--- src/rtl/pong_pkg.sv ---
// Shared types and constants for the match controller: FSM state encoding,
// score width and limits, and the target clamp used when a match starts.
package pong_pkg;

  localparam int SCORE_W    = 6;
  localparam int MAX_TARGET = 20;
  localparam int SCORE_SAT  = 63;

  typedef enum logic [2:0] {
    IDLE  = 3'd0,
    SERVE = 3'd1,
    PLAY  = 3'd2,
    POINT = 3'd3,
    OVER  = 3'd4
  } state_t;

  function automatic logic [SCORE_W-1:0] clamp_target(input logic [SCORE_W-1:0] t);
    if (t == '0)
      return SCORE_W'(1);
    else if (t > SCORE_W'(MAX_TARGET))
      return SCORE_W'(MAX_TARGET);
    else
      return t;
  endfunction

endpackage

--- src/rtl/score_match_ctrl_if.sv ---
// Bundle of match inputs (target, start, goal pulses) and display/ball outputs.
// slave = the controller, master = the surrounding game logic.
interface score_match_ctrl_if;
  import pong_pkg::*;

  logic [SCORE_W-1:0] target;
  logic               start_n;
  logic               goal_l;
  logic               goal_r;
  logic [SCORE_W-1:0] score_l;
  logic [SCORE_W-1:0] score_r;
  logic               ball_en;
  logic               serve_dir;
  logic               game_over;
  logic               winner;
  logic [2:0]         state;

  modport slave (
    input  target, start_n, goal_l, goal_r,
    output score_l, score_r, ball_en, serve_dir, game_over, winner, state
  );

  modport master (
    output target, start_n, goal_l, goal_r,
    input  score_l, score_r, ball_en, serve_dir, game_over, winner, state
  );

endinterface

--- src/rtl/point_counter.sv ---
// Per-player score register: synchronous clear, increment, saturates at SCORE_SAT.
module point_counter
  import pong_pkg::*;
(
  input  logic               clk,
  input  logic               rst,
  input  logic               clr,
  input  logic               inc,
  output logic [SCORE_W-1:0] count
);

  always_ff @(posedge clk or posedge rst) begin
    if (rst)
      count <= '0;
    else if (clr)
      count <= '0;
    else if (inc && (count != SCORE_W'(SCORE_SAT)))
      count <= count + SCORE_W'(1);
  end

endmodule

--- src/rtl/score_match_ctrl.sv ---
// Match sequencer for a two-player pong game: serve delay, scoring, win detection.
// Define WIN_BY_TWO_EN to require a two-point lead in addition to reaching the target.
//
//   state | meaning
//   IDLE  | waiting for first start event after reset
//   SERVE | serve delay countdown, goals ignored
//   PLAY  | ball moving, goal pulses scored
//   POINT | one cycle to evaluate the win rule after a score
//   OVER  | match finished, scores frozen until next start
module score_match_ctrl
  import pong_pkg::*;
#(
  parameter int SERVE_CYCLES = 50_000_000
) (
  input logic              clk,
  input logic              rst,
  score_match_ctrl_if.slave bus
);

  localparam int CNT_W = (SERVE_CYCLES < 2) ? 1 : $clog2(SERVE_CYCLES);
  localparam logic [CNT_W-1:0] CNT_LOAD = CNT_W'(SERVE_CYCLES - 1);

  state_t             state_q, state_d;
  logic [CNT_W-1:0]   cnt_q, cnt_d;
  logic [SCORE_W-1:0] tgt_q, tgt_d;
  logic               start_prev;
  logic               scorer_q, scorer_d;
  logic               serve_dir_q, serve_dir_d;
  logic               winner_q, winner_d;
  logic               ball_en_q, game_over_q;
  logic               clr, inc_l, inc_r;
  logic               start_ev, win;
  logic [SCORE_W-1:0] score_l, score_r, sc_own, sc_oth;

  assign start_ev = start_prev & ~bus.start_n;

  point_counter u_cnt_l (.clk(clk), .rst(rst), .clr(clr), .inc(inc_l), .count(score_l));
  point_counter u_cnt_r (.clk(clk), .rst(rst), .clr(clr), .inc(inc_r), .count(score_r));

  // Win rule is judged from the scorer's point of view with the already-updated scores.
  always_comb begin
    sc_own = scorer_q ? score_r : score_l;
    sc_oth = scorer_q ? score_l : score_r;
`ifdef WIN_BY_TWO_EN
    win = (sc_own >= tgt_q) &&
          ({1'b0, sc_own} >= ({1'b0, sc_oth} + (SCORE_W+1)'(2)));
`else
    win = (sc_own >= tgt_q);
`endif
  end

  always_ff @(posedge clk or posedge rst) begin
    if (rst) begin
      state_q     <= IDLE;
      cnt_q       <= '0;
      tgt_q       <= SCORE_W'(1);
      start_prev  <= 1'b1;
      scorer_q    <= 1'b0;
      serve_dir_q <= 1'b0;
      winner_q    <= 1'b0;
      ball_en_q   <= 1'b0;
      game_over_q <= 1'b0;
    end else begin
      state_q     <= state_d;
      cnt_q       <= cnt_d;
      tgt_q       <= tgt_d;
      start_prev  <= bus.start_n;
      scorer_q    <= scorer_d;
      serve_dir_q <= serve_dir_d;
      winner_q    <= winner_d;
      ball_en_q   <= (state_d == PLAY);
      game_over_q <= (state_d == OVER);
    end
  end

  always_comb begin
    state_d = state_q;
    case (state_q)
      IDLE, OVER: if (start_ev) state_d = SERVE;
      SERVE:      if (cnt_q == '0) state_d = PLAY;
      PLAY: begin
        if (bus.goal_l && bus.goal_r)
          state_d = SERVE;
        else if (bus.goal_l || bus.goal_r)
          state_d = POINT;
      end
      POINT:      state_d = win ? OVER : SERVE;
      default:    state_d = IDLE;
    endcase
  end

  always_comb begin
    cnt_d       = cnt_q;
    tgt_d       = tgt_q;
    scorer_d    = scorer_q;
    serve_dir_d = serve_dir_q;
    winner_d    = winner_q;
    clr         = 1'b0;
    inc_l       = 1'b0;
    inc_r       = 1'b0;

    // Down-counter reloads on every entry into SERVE, PLAY follows at terminal count.
    if ((state_d == SERVE) && (state_q != SERVE))
      cnt_d = CNT_LOAD;
    else if ((state_q == SERVE) && (cnt_q != '0))
      cnt_d = cnt_q - CNT_W'(1);

    case (state_q)
      IDLE, OVER: begin
        if (start_ev) begin
          clr   = 1'b1;
          tgt_d = clamp_target(bus.target);
        end
      end
      PLAY: begin
        if (bus.goal_l ^ bus.goal_r) begin
          inc_l    = bus.goal_l;
          inc_r    = bus.goal_r;
          scorer_d = bus.goal_r;
        end
      end
      POINT: begin
        if (win)
          winner_d = scorer_q;
        else
          serve_dir_d = ~scorer_q;
      end
      default: ;
    endcase
  end

  assign bus.score_l   = score_l;
  assign bus.score_r   = score_r;
  assign bus.ball_en   = ball_en_q;
  assign bus.serve_dir = serve_dir_q;
  assign bus.game_over = game_over_q;
  assign bus.winner    = winner_q;
  assign bus.state     = state_q;

endmodule
--- src/flat_wrapper.sv ---
// flat-port wrapper written by rule: the top's interface ports become plain ports
module score_match_ctrl_flat import pong_pkg::*;
#(
  parameter int SERVE_CYCLES = 50_000_000
)
  (clk, rst, bus_target, bus_start_n, bus_goal_l, bus_goal_r, bus_score_l, bus_score_r, bus_ball_en, bus_serve_dir, bus_game_over, bus_winner, bus_state);
  score_match_ctrl_if bus_i ();
  input logic clk;
  input logic rst;
  input wire logic [$bits(bus_i.target)-1:0] bus_target;
  input wire logic [$bits(bus_i.start_n)-1:0] bus_start_n;
  input wire logic [$bits(bus_i.goal_l)-1:0] bus_goal_l;
  input wire logic [$bits(bus_i.goal_r)-1:0] bus_goal_r;
  output wire logic [$bits(bus_i.score_l)-1:0] bus_score_l;
  output wire logic [$bits(bus_i.score_r)-1:0] bus_score_r;
  output wire logic [$bits(bus_i.ball_en)-1:0] bus_ball_en;
  output wire logic [$bits(bus_i.serve_dir)-1:0] bus_serve_dir;
  output wire logic [$bits(bus_i.game_over)-1:0] bus_game_over;
  output wire logic [$bits(bus_i.winner)-1:0] bus_winner;
  output wire logic [$bits(bus_i.state)-1:0] bus_state;
  assign bus_i.target = bus_target;
  assign bus_i.start_n = bus_start_n;
  assign bus_i.goal_l = bus_goal_l;
  assign bus_i.goal_r = bus_goal_r;
  assign bus_score_l = bus_i.score_l;
  assign bus_score_r = bus_i.score_r;
  assign bus_ball_en = bus_i.ball_en;
  assign bus_serve_dir = bus_i.serve_dir;
  assign bus_game_over = bus_i.game_over;
  assign bus_winner = bus_i.winner;
  assign bus_state = bus_i.state;
  score_match_ctrl #(.SERVE_CYCLES(SERVE_CYCLES)) u_core (.clk(clk), .rst(rst), .bus(bus_i));
endmodule
--- config.mk ---
export PLATFORM = sky130hd
export DESIGN_NAME = score_match_ctrl_flat
export DESIGN_NICKNAME = d
export VERILOG_FILES = /design/src/rtl/pong_pkg.sv /design/src/rtl/score_match_ctrl_if.sv /design/src/rtl/point_counter.sv /design/src/rtl/score_match_ctrl.sv /design/src/flat_wrapper.sv
export SDC_FILE = /design/constraint.sdc
export NUM_CORES = 1
export LEC_CHECK = 0
export BUFFER_PORTS_ARGS = -buffer_cell sky130_fd_sc_hd__buf_2
export CORE_MARGIN = 10
export CORE_UTILIZATION = 55
export DETAILED_ROUTE_END_ITERATION = 10
export PLACE_DENSITY = 0.75
export SYNTH_ARGS = -nofsm -noshare
export SYNTH_HDL_FRONTEND = slang
export SYNTH_SLANG_ARGS = --single-unit
--- constraint.sdc ---
create_clock -name clk -period 7.7 [get_ports clk]
set_clock_uncertainty 0.05 [all_clocks]
set_input_delay 1.54 -clock clk [delete_from_list [all_inputs] [get_ports clk]]
set_output_delay 1.54 -clock clk [all_outputs]
set_load 0.03 [all_outputs]
# Yosys cells after proc, flatten, opt, wreduce, memory -nomap -nowiden
# Cells that the tools add are included.
# word_totals
ff_bits,53
word_cells,70
in_bits,11
output_inout_bits,19
# classes
addsub,3
eq_ne,10
reduce_logical,18
order_cmp,2
n_mux,21
bitwise_logic,5
# ops
cell,n
$mux 26,2
$mux 6,7
$logic_not 26->1,1
$reduce_bool 26->1,1
$sub 26x1->26 const B,1
$mux 3,5
$add 6x1->6 const B,2
$ne 6x6->1 const B,2
$pmux 3 s4,1
$eq 3x2->1 const B,3
$reduce_and 2->1,4
$eq 3x1->1 const B,2
$eq 3x3->1 const B,2
$ge 6x6->1,1
$gt 6x5->1 const B,1
$logic_not 6->1,1
$mux 1,6
$reduce_bool 2->1,3
$logic_and 1x1->1,5
$logic_not 3->1,1
$ne 3x1->1 const B,1
$not 1->1,3
$reduce_or 2->1,1
$and 1x1->1,1
other kinds (2),2

# Depth between registers and ports, before layout
# Gate-level depths: netlist of the first run.
# depth
ltp_word,7
ltp_mapped,9

# Hierarchy
# A second synthesis of the first run with hierarchy kept.
# hier_totals
cells_unflattened,330
area_unflattened_um2,3305.7
# by_module_without_submodules
mod,seq_area_each_um2,cells_each,area_each_um2,instances
score_match_ctrl,1028.5,250,2565.0,1
point_counter,150.1,40,370.4,2

# Worst setup path before layout of the first run
# No wires, ideal clock.
# synth_timing
path_kind,input -> register
startpoint,input bus_goal_r
endpoint,register u_core.cnt_q[13]
path_stages,6
slack_ns,4.753
t_arrival_ns,2.756
n_path_buf,1
cell_sequence,ha_1 -> or2_2 -> a31oi_1 -> a21o_1 -> clkbuf_1 -> nand3_1
# synth_between
elab_chain_cells,7
# synth_lines
item,line,rtl
start: declaration,flat_wrapper.sv:13,input wire logic [$bits(bus_i.goal_r)-1:0] bus_goal_r;
$logic_or 1x1->1,score_match_ctrl.sv:84,else if (bus.goal_l || bus.goal_r)
$mux 3,score_match_ctrl.sv:84,
$mux 3 *,score_match_ctrl.sv:82,if (bus.goal_l && bus.goal_r)
$pmux 3 s4 *,score_match_ctrl.sv:78,case (state_q)
$eq 3x1->1 *,score_match_ctrl.sv:103,if ((state_d == SERVE) && (state_q != SERVE))
$logic_and 1x1->1 *,score_match_ctrl.sv:103,
$mux 26 / $reduce_bool 2->1 (equally long branches),n/a,
end signal: assignment,score_match_ctrl.sv:65,cnt_q <= cnt_d;
end: declaration,score_match_ctrl.sv:24,"logic [CNT_W-1:0] cnt_q, cnt_d;"
# Every way passes the cells marked *; elsewhere a longest branch is shown, timed or not.
# A chain may end at the register's enable or synchronous reset.

# Worst setup path after layout of the first run
# layout_timing
startpoint,register u_core.cnt_q[2]
endpoint,register u_core.cnt_q[14]
# layout_between
elab_chain_cells,6
# layout_lines
item
branches (longest 6 deep; another with $sub 26x1->26)
# Parallel ways; which one is timed is not known. The select of a mux whose other input is x is not followed.

==> flow_summary.toml, run 1 <==
[clock_network]
cts_setup_buffers = 0
cts_buffer_depth = 2
root_buffer = "clkbuf_8"
cts_max_level = 2
cts_inserted_buffers = 5
clock_latency_ns = 0.30
cts_hold_buf = 0
cts_tree = "done"
clkSinkCount = 53
cts_resized = 0
clk_pin_slew_ns = 0.09

[die]
dieArea_um2 = 8790
rows = 26
io_pins = 30
die-height_um = 93.8
core_um2 = 5200
die_w_um = 93.8
initial_core_util = 0.575

[drt]
vias_per_cell = 5.87
dr.pass1.iters = 4
drcViolationCount = 0
wl_per_cell_um = 15.5
antenna_left = 0
num_vias = 2302
initialDrtViolationCount = 95
drt_wl_total_mm = 6.09

[global_route]
antenna_found_initial = 0
met2_usage = 0.231
grt_max_degree = 54
use_met1 = 0.203
grt.total_usage = 0.147
grt_pass1_wl_mm = 10.7
grt_util_met3 = 0.0256
first_global_vias = 2217
grt-busiest-layer = "met2"
grt-ovfl-total = 0

[place]
placed_area_um2 = 3150
globalplace.congestion = 0.816
dpl.hpwl_mm = 4.43
port_buffers = 29

[sta]
relSlewSlack = 0.276
setup_tns_ns = 0
drv_slew = 0
fmax_mhz = 327
setup_violations = 0
rsz0062_at_grt = "no"
worst_pin_slew_ns = 1.09
hold_viol = 0
period_minus_slack_ns = 3.06
period_share = 0.397

[final_layout]
fin_nets = 345
final_util = 0.627
n_fill_cell = 453
final_cell_mix = "51 x dfrtp_1, 29 x buf_2, 22 x nor2_1"
layout_commonest_cell = "dfrtp_1"
synthToLayoutAreaGrowth_pct = 9.12
n_antenna_cell = 0
stdcell_area_um2 = 3260
drive_gt1_frac = 0.186

[min_path]
hp-class = "reg2reg"
min_path_cells = 2
min_to = "u_core.tgt_q[5]$_DFFE_PP0P_"
hp-start = "u_core.tgt_q[5]$_DFFE_PP0P_"

[flow_run]
drv_cap = 0

[outcome]
outcome = "finished, final reports clean"

[setup_path]
crit_path_frequent_cell = "nand3_1"
crit_path_end_kind = "flip-flop"
path_class = "reg2reg"
cp.required_ns = 7.80
worstReg2RegEnd = "u_core.cnt_q[14]$_DFFE_PP0P_"
path_delay_family = "simple AND/OR/NAND/NOR gates"
r2r_cells = 5
crit_buf_inv = 0
cp_slowest_stage_delay_ns = 0.89
reg2reg_slack_ns = 4.64
critPathArrivalTime_ns = 3.16
r2r-start = "u_core.cnt_q[2]$_DFFE_PP0P_"
crit_slowest_cell = "o31ai_4"
critical_path.max_fanout = 22
worst_setup_path_start_kind = "flip-flop"
path_cells = "nor4_1, nand3_1, o31ai_4, or4_1, nand3_1"

[synth]
ys_types = 48
synth_edf_count = 0
synth_cells = 298
ys_seq_area_frac = 0.444
syn-num-nets = 322
synth_seq_cells = 53
netlist_area_um2 = 2990
async_flop_share = 1.00
syn-mean-instance-area_um2 = 10.0
ys.warnings.count = 0
synth_ff_type = "dfrtp_1"

[pwr]
powerDensity_nw_per_um2 = 197
worst_ir_drop_vdd_v = 0.000138
p_leak_nw = 1.41
==> flip-flops by register name, summed over array words and instances (netlist names), 3 cells and up <==
name,cells
u_core.cnt_q,26
u_core.tgt_q,6
u_core.u_cnt_l.count,6
u_core.u_cnt_r.count,6
u_core.bus.state,3
==> metrics by stage <==
step	setup slack (ns)	cells	hold WS [ns]	power, mW
final	4.64	392	0.468	0.644
after global placement	4.42	384	0.427	0.450
after CTS	4.61	392	0.463	0.653
after floorplan	4.75	298	0.414	0.433
after detailed placement	4.34	384	0.440	0.457
after global routing	4.22	392	0.508	0.682
==> cell usage after synthesis, drive strengths merged, types with 5 or more instances <==
cell / n / area share
or3: 14 / 0.029
nand2: 13 / 0.016
or2: 5 / 0.010
xnor2: 6 / 0.018
a21oi: 15 / 0.025
buf: 5 / 0.018
or4: 14 / 0.036
o21ai: 12 / 0.020
o311ai: 5 / 0.020
o31ai: 17 / 0.052
nand2b: 6 / 0.013
mux2: 7 / 0.026
xor2: 9 / 0.026
inv: 16 / 0.020
nand3: 11 / 0.018
dfrtp: 51 / 0.43
nor4: 8 / 0.017
ha: 13 / 0.054
nor2: 22 / 0.028
nand4: 6 / 0.013
clkbuf: 9 / 0.011
==> worst max-delay path by stage <==
stage	from	end	slack [ns]	cells past startpoint
6_report	u_core.cnt_q[2]$_DFFE_PP0P_	u_core.cnt_q[14]$_DFFE_PP0P_	4.64	5
5_1_grt	u_core.cnt_q[2]$_DFFE_PP0P_	u_core.cnt_q[23]$_DFFE_PP0P_	4.22	4
4_1_cts	u_core.cnt_q[2]$_DFFE_PP0P_	u_core.cnt_q[14]$_DFFE_PP0P_	4.61	5
3_5_place_dp	bus_goal_r	u_core.cnt_q[21]$_DFFE_PP0P_	4.34	6
3_3_place_gp	bus_goal_r	u_core.cnt_q[21]$_DFFE_PP0P_	4.42	6
2_1_floorplan	bus_goal_r	u_core.cnt_q[13]$_DFFE_PP0P_	4.75	6
==> routing by layer <==
layer	wire length [um]	part of all wire
met5	0	0
met4	56	0.0092
met3	278	0.046
met2	2860	0.47
met1	2900	0.48
==> logic make-up (layout without fill, tap and decap cells) <==
kind of cell               after synthesis  in the layout  share of synthesized area
AOI/OAI and AO/OA                       61             61                      0.149
xor gates and xnor gates                15             15                     0.0439
adders and majority gates               13             13                     0.0544
buffers and inverters                   30             54                     0.0498
DFF                                     53             53                      0.444
muxes                                   10             10                     0.0364
and+or+nand+nor                        116            116                      0.222
==> area by class of cell <==
| type | count | area, um2 | share of cell area |
|---|---|---|---|
| multi-input combinational | 215 | 1520 | 0.465 |
| sequential | 53 | 1330 | 0.407 |
| timing repair buffer | 30 | 153 | 0.0468 |
| tap | 70 | 87.6 | 0.0268 |
| clock buffer | 7 | 86.3 | 0.0264 |
| inverter | 16 | 60.1 | 0.0184 |
| clock inverter | 1 | 30.0 | 0.00920 |
==> worst register-to-register path, cell delays in order, from the launching register on <==
cell	delay, ns
dfrtp_1	0.44
nor4_1	0.52
nand3_1	0.71
o31ai_4	0.90
or4_1	0.21
nand3_1	0.08
==> report_power, final <==
part	internal, mW	switching [mW]
clock network	0.106	0.0870
logic	0.0487	0.0720
registers	0.306	0.0244
total	0.461	0.183
No activity file was read; power rests on OpenSTA's default activity.
==> inputs of run 2 (changes only) <==
==> constraint.sdc (replaced) <==
create_clock -name clk -period 3 [get_ports clk]
set_clock_uncertainty 0.05 [all_clocks]
set_input_delay 0.6 -clock clk [delete_from_list [all_inputs] [get_ports clk]]
set_output_delay 0.6 -clock clk [all_outputs]
set_load 0.03 [all_outputs]
==> run 2 against run 1 <==
Against the previous run: die area unchanged; combinational power increased to 2.7 times the previous value; count of clock-buffer cells in the layout increased by 1; non-clock buffer count increased by 11; wire length increased by 3.5%; sequential share of layout area decreased by 0.69 points; worst hold slack got worse by 0.13 ns; critical path depth increased by 2; global-route usage increased by 0.63 points; first-iteration DRC count decreased by 16%; final cell count increased by 2.8%.
==> flow_summary.toml, run 2 (same netlist as run 1, synthesis figures left out) <==
[final_layout]
n_fill_cell = 442
largest_reg_flops = 26
n_antenna_cell = 0
final_cell_mix = "51 x dfrtp_1, 29 x buf_2, 22 x nor2_1"
layout_commonest_cell = "dfrtp_1"
fin_nets = 356
stdcell_area_um2 = 3320
stdcell_count = 403
drive_gt1_frac = 0.210
synthToLayoutAreaGrowth_pct = 11.0
regMostFlops = "u_core.cnt_q"

[drt]
initialDrtViolationCount = 80
vias_per_cell = 5.86
wl_per_cell_um = 15.6
drcViolationCount = 0
antenna_left = 0
dr.pass1.iters = 4
num_vias = 2363
drt_wl_total_mm = 6.30

[die]
dieArea_um2 = 8790
io_pins = 30
rows = 26
die_w_um = 93.8
die-height_um = 93.8
core_um2 = 5200
initial_core_util = 0.575

[sta]
fmax_mhz = 382
worst_pin_slew_ns = 0.669
rsz0062_at_grt = "no"
fin_ws_ns = 0.380
relSlewSlack = 0.554
drv_slew = 0
period_minus_slack_ns = 2.62
holdWs_ns = 0.342
period_share = 0.873
setup_violations = 0
setup_tns_ns = 0
hold_viol = 0

[setup_path]
crit_path_end_kind = "flip-flop"
reg2reg_slack_ns = 0.38
worst_setup_path_start_kind = "flip-flop"
path_delay_family = "compound AO/OA/AOI/OAI gates"
critical_path.max_fanout = 14
crit_buf_inv = 0
cp_slowest_stage_delay_ns = 0.58
crit_slowest_cell = "dfrtp_1"
path_class = "reg2reg"
path_cells = "mux2_2, ha_1, a21o_1, a21oi_1, o221ai_1, a21o_1, o311ai_0"
cp.required_ns = 3.10
critPathArrivalTime_ns = 2.72
crit_path_frequent_cell = "a21o_1"

[place]
globalplace.congestion = 0.813
dp_cells = 395
port_buffers = 29
placed_area_um2 = 3230
dp_slack_ns = 0.393
dpl.hpwl_mm = 4.49

[pwr]
combPwrFrac = 0.204
worst_ir_drop_vdd_v = 0.000234
internal_power_mw = 1.11
p_leak_nw = 1.45
swShare = 0.301
switchingPower_mw = 0.479
p_clk_frac = 0.263
pwr-share-seq = 0.533
powerDensity_nw_per_um2 = 479

[global_route]
grt-ovfl-total = 0
first_global_vias = 2311
grt_max_degree = 54
antenna_found_initial = 0
grt_pass1_wl_mm = 11.1
grt.total_usage = 0.154

[clock_network]
clkSinkCount = 53
cts_buffer_depth = 2
cts_inserted_buffers = 5
cts_hold_buf = 0
root_buffer = "clkbuf_8"
clk_pin_slew_ns = 0.09
cts_resized = 0
cts_tree = "done"
cts_max_level = 2
cts_setup_buffers = 0
clock_latency_ns = 0.31

[flow_run]
drv_cap = 0

[min_path]
hp-class = "in2reg"

[outcome]
outcome = "finished, final reports clean"
==> run 2: cell type report <==
| class | count | area (um2) | share of cell area |
|---|---|---|---|
| Timing Repair Buffer | 41 | 235 | 0.0708 |
| Clock buffer | 8 | 90.1 | 0.0271 |
| Inverter | 16 | 60.1 | 0.0181 |
| Tap cell | 70 | 87.6 | 0.0264 |
| Sequential cell | 53 | 1330 | 0.400 |
| Multi-Input combinational cell | 215 | 1520 | 0.457 |
==> run 2: worst paths after layout <==
check                                            start                            to  depth (start not counted)
setup reg to reg           u_core.scorer_q$_DFFE_PP0P_  u_core.cnt_q[21]$_DFFE_PP0P_                          7
max in group asynchronous                          rst   u_core.cnt_q[0]$_DFFE_PP0P_                          3
hold reg to reg            u_core.tgt_q[5]$_DFFE_PP0P_   u_core.tgt_q[5]$_DFFE_PP0P_                          2
min in group asynchronous                          rst  u_core.cnt_q[15]$_DFFE_PP0P_                          3
setup / recovery           u_core.scorer_q$_DFFE_PP0P_  u_core.cnt_q[21]$_DFFE_PP0P_                          7
hold / removal                             bus_start_n   u_core.start_prev$_DFF_PP1_                          1
==> run 2: metal layers <==
metal  wire, um  vias up  GRT usage
met5          0        -          0
met4         63        0     0.0430
met3        251        7     0.0376
met2       2970       37      0.234
met1       3020     1148      0.210
li1           -     1171          -
==> run 2: stage by stage <==
stage	utilization	total power, mW
finish	0.638	1.59
global placement	0.621	1.18
global route	0.638	1.70
CTS	0.638	1.60
detailed placement	0.621	1.18
floorplan	-	1.11
==> run 2: power by group through the flow <==
stage	sequential, mW	combinational [mW]	clock, mW
floorplan	0.846	0.267	0
global placement	0.858	0.317	0
detailed placement	0.861	0.324	0
CTS	0.846	0.327	0.429
global route	0.860	0.377	0.466
finish	0.847	0.325	0.419
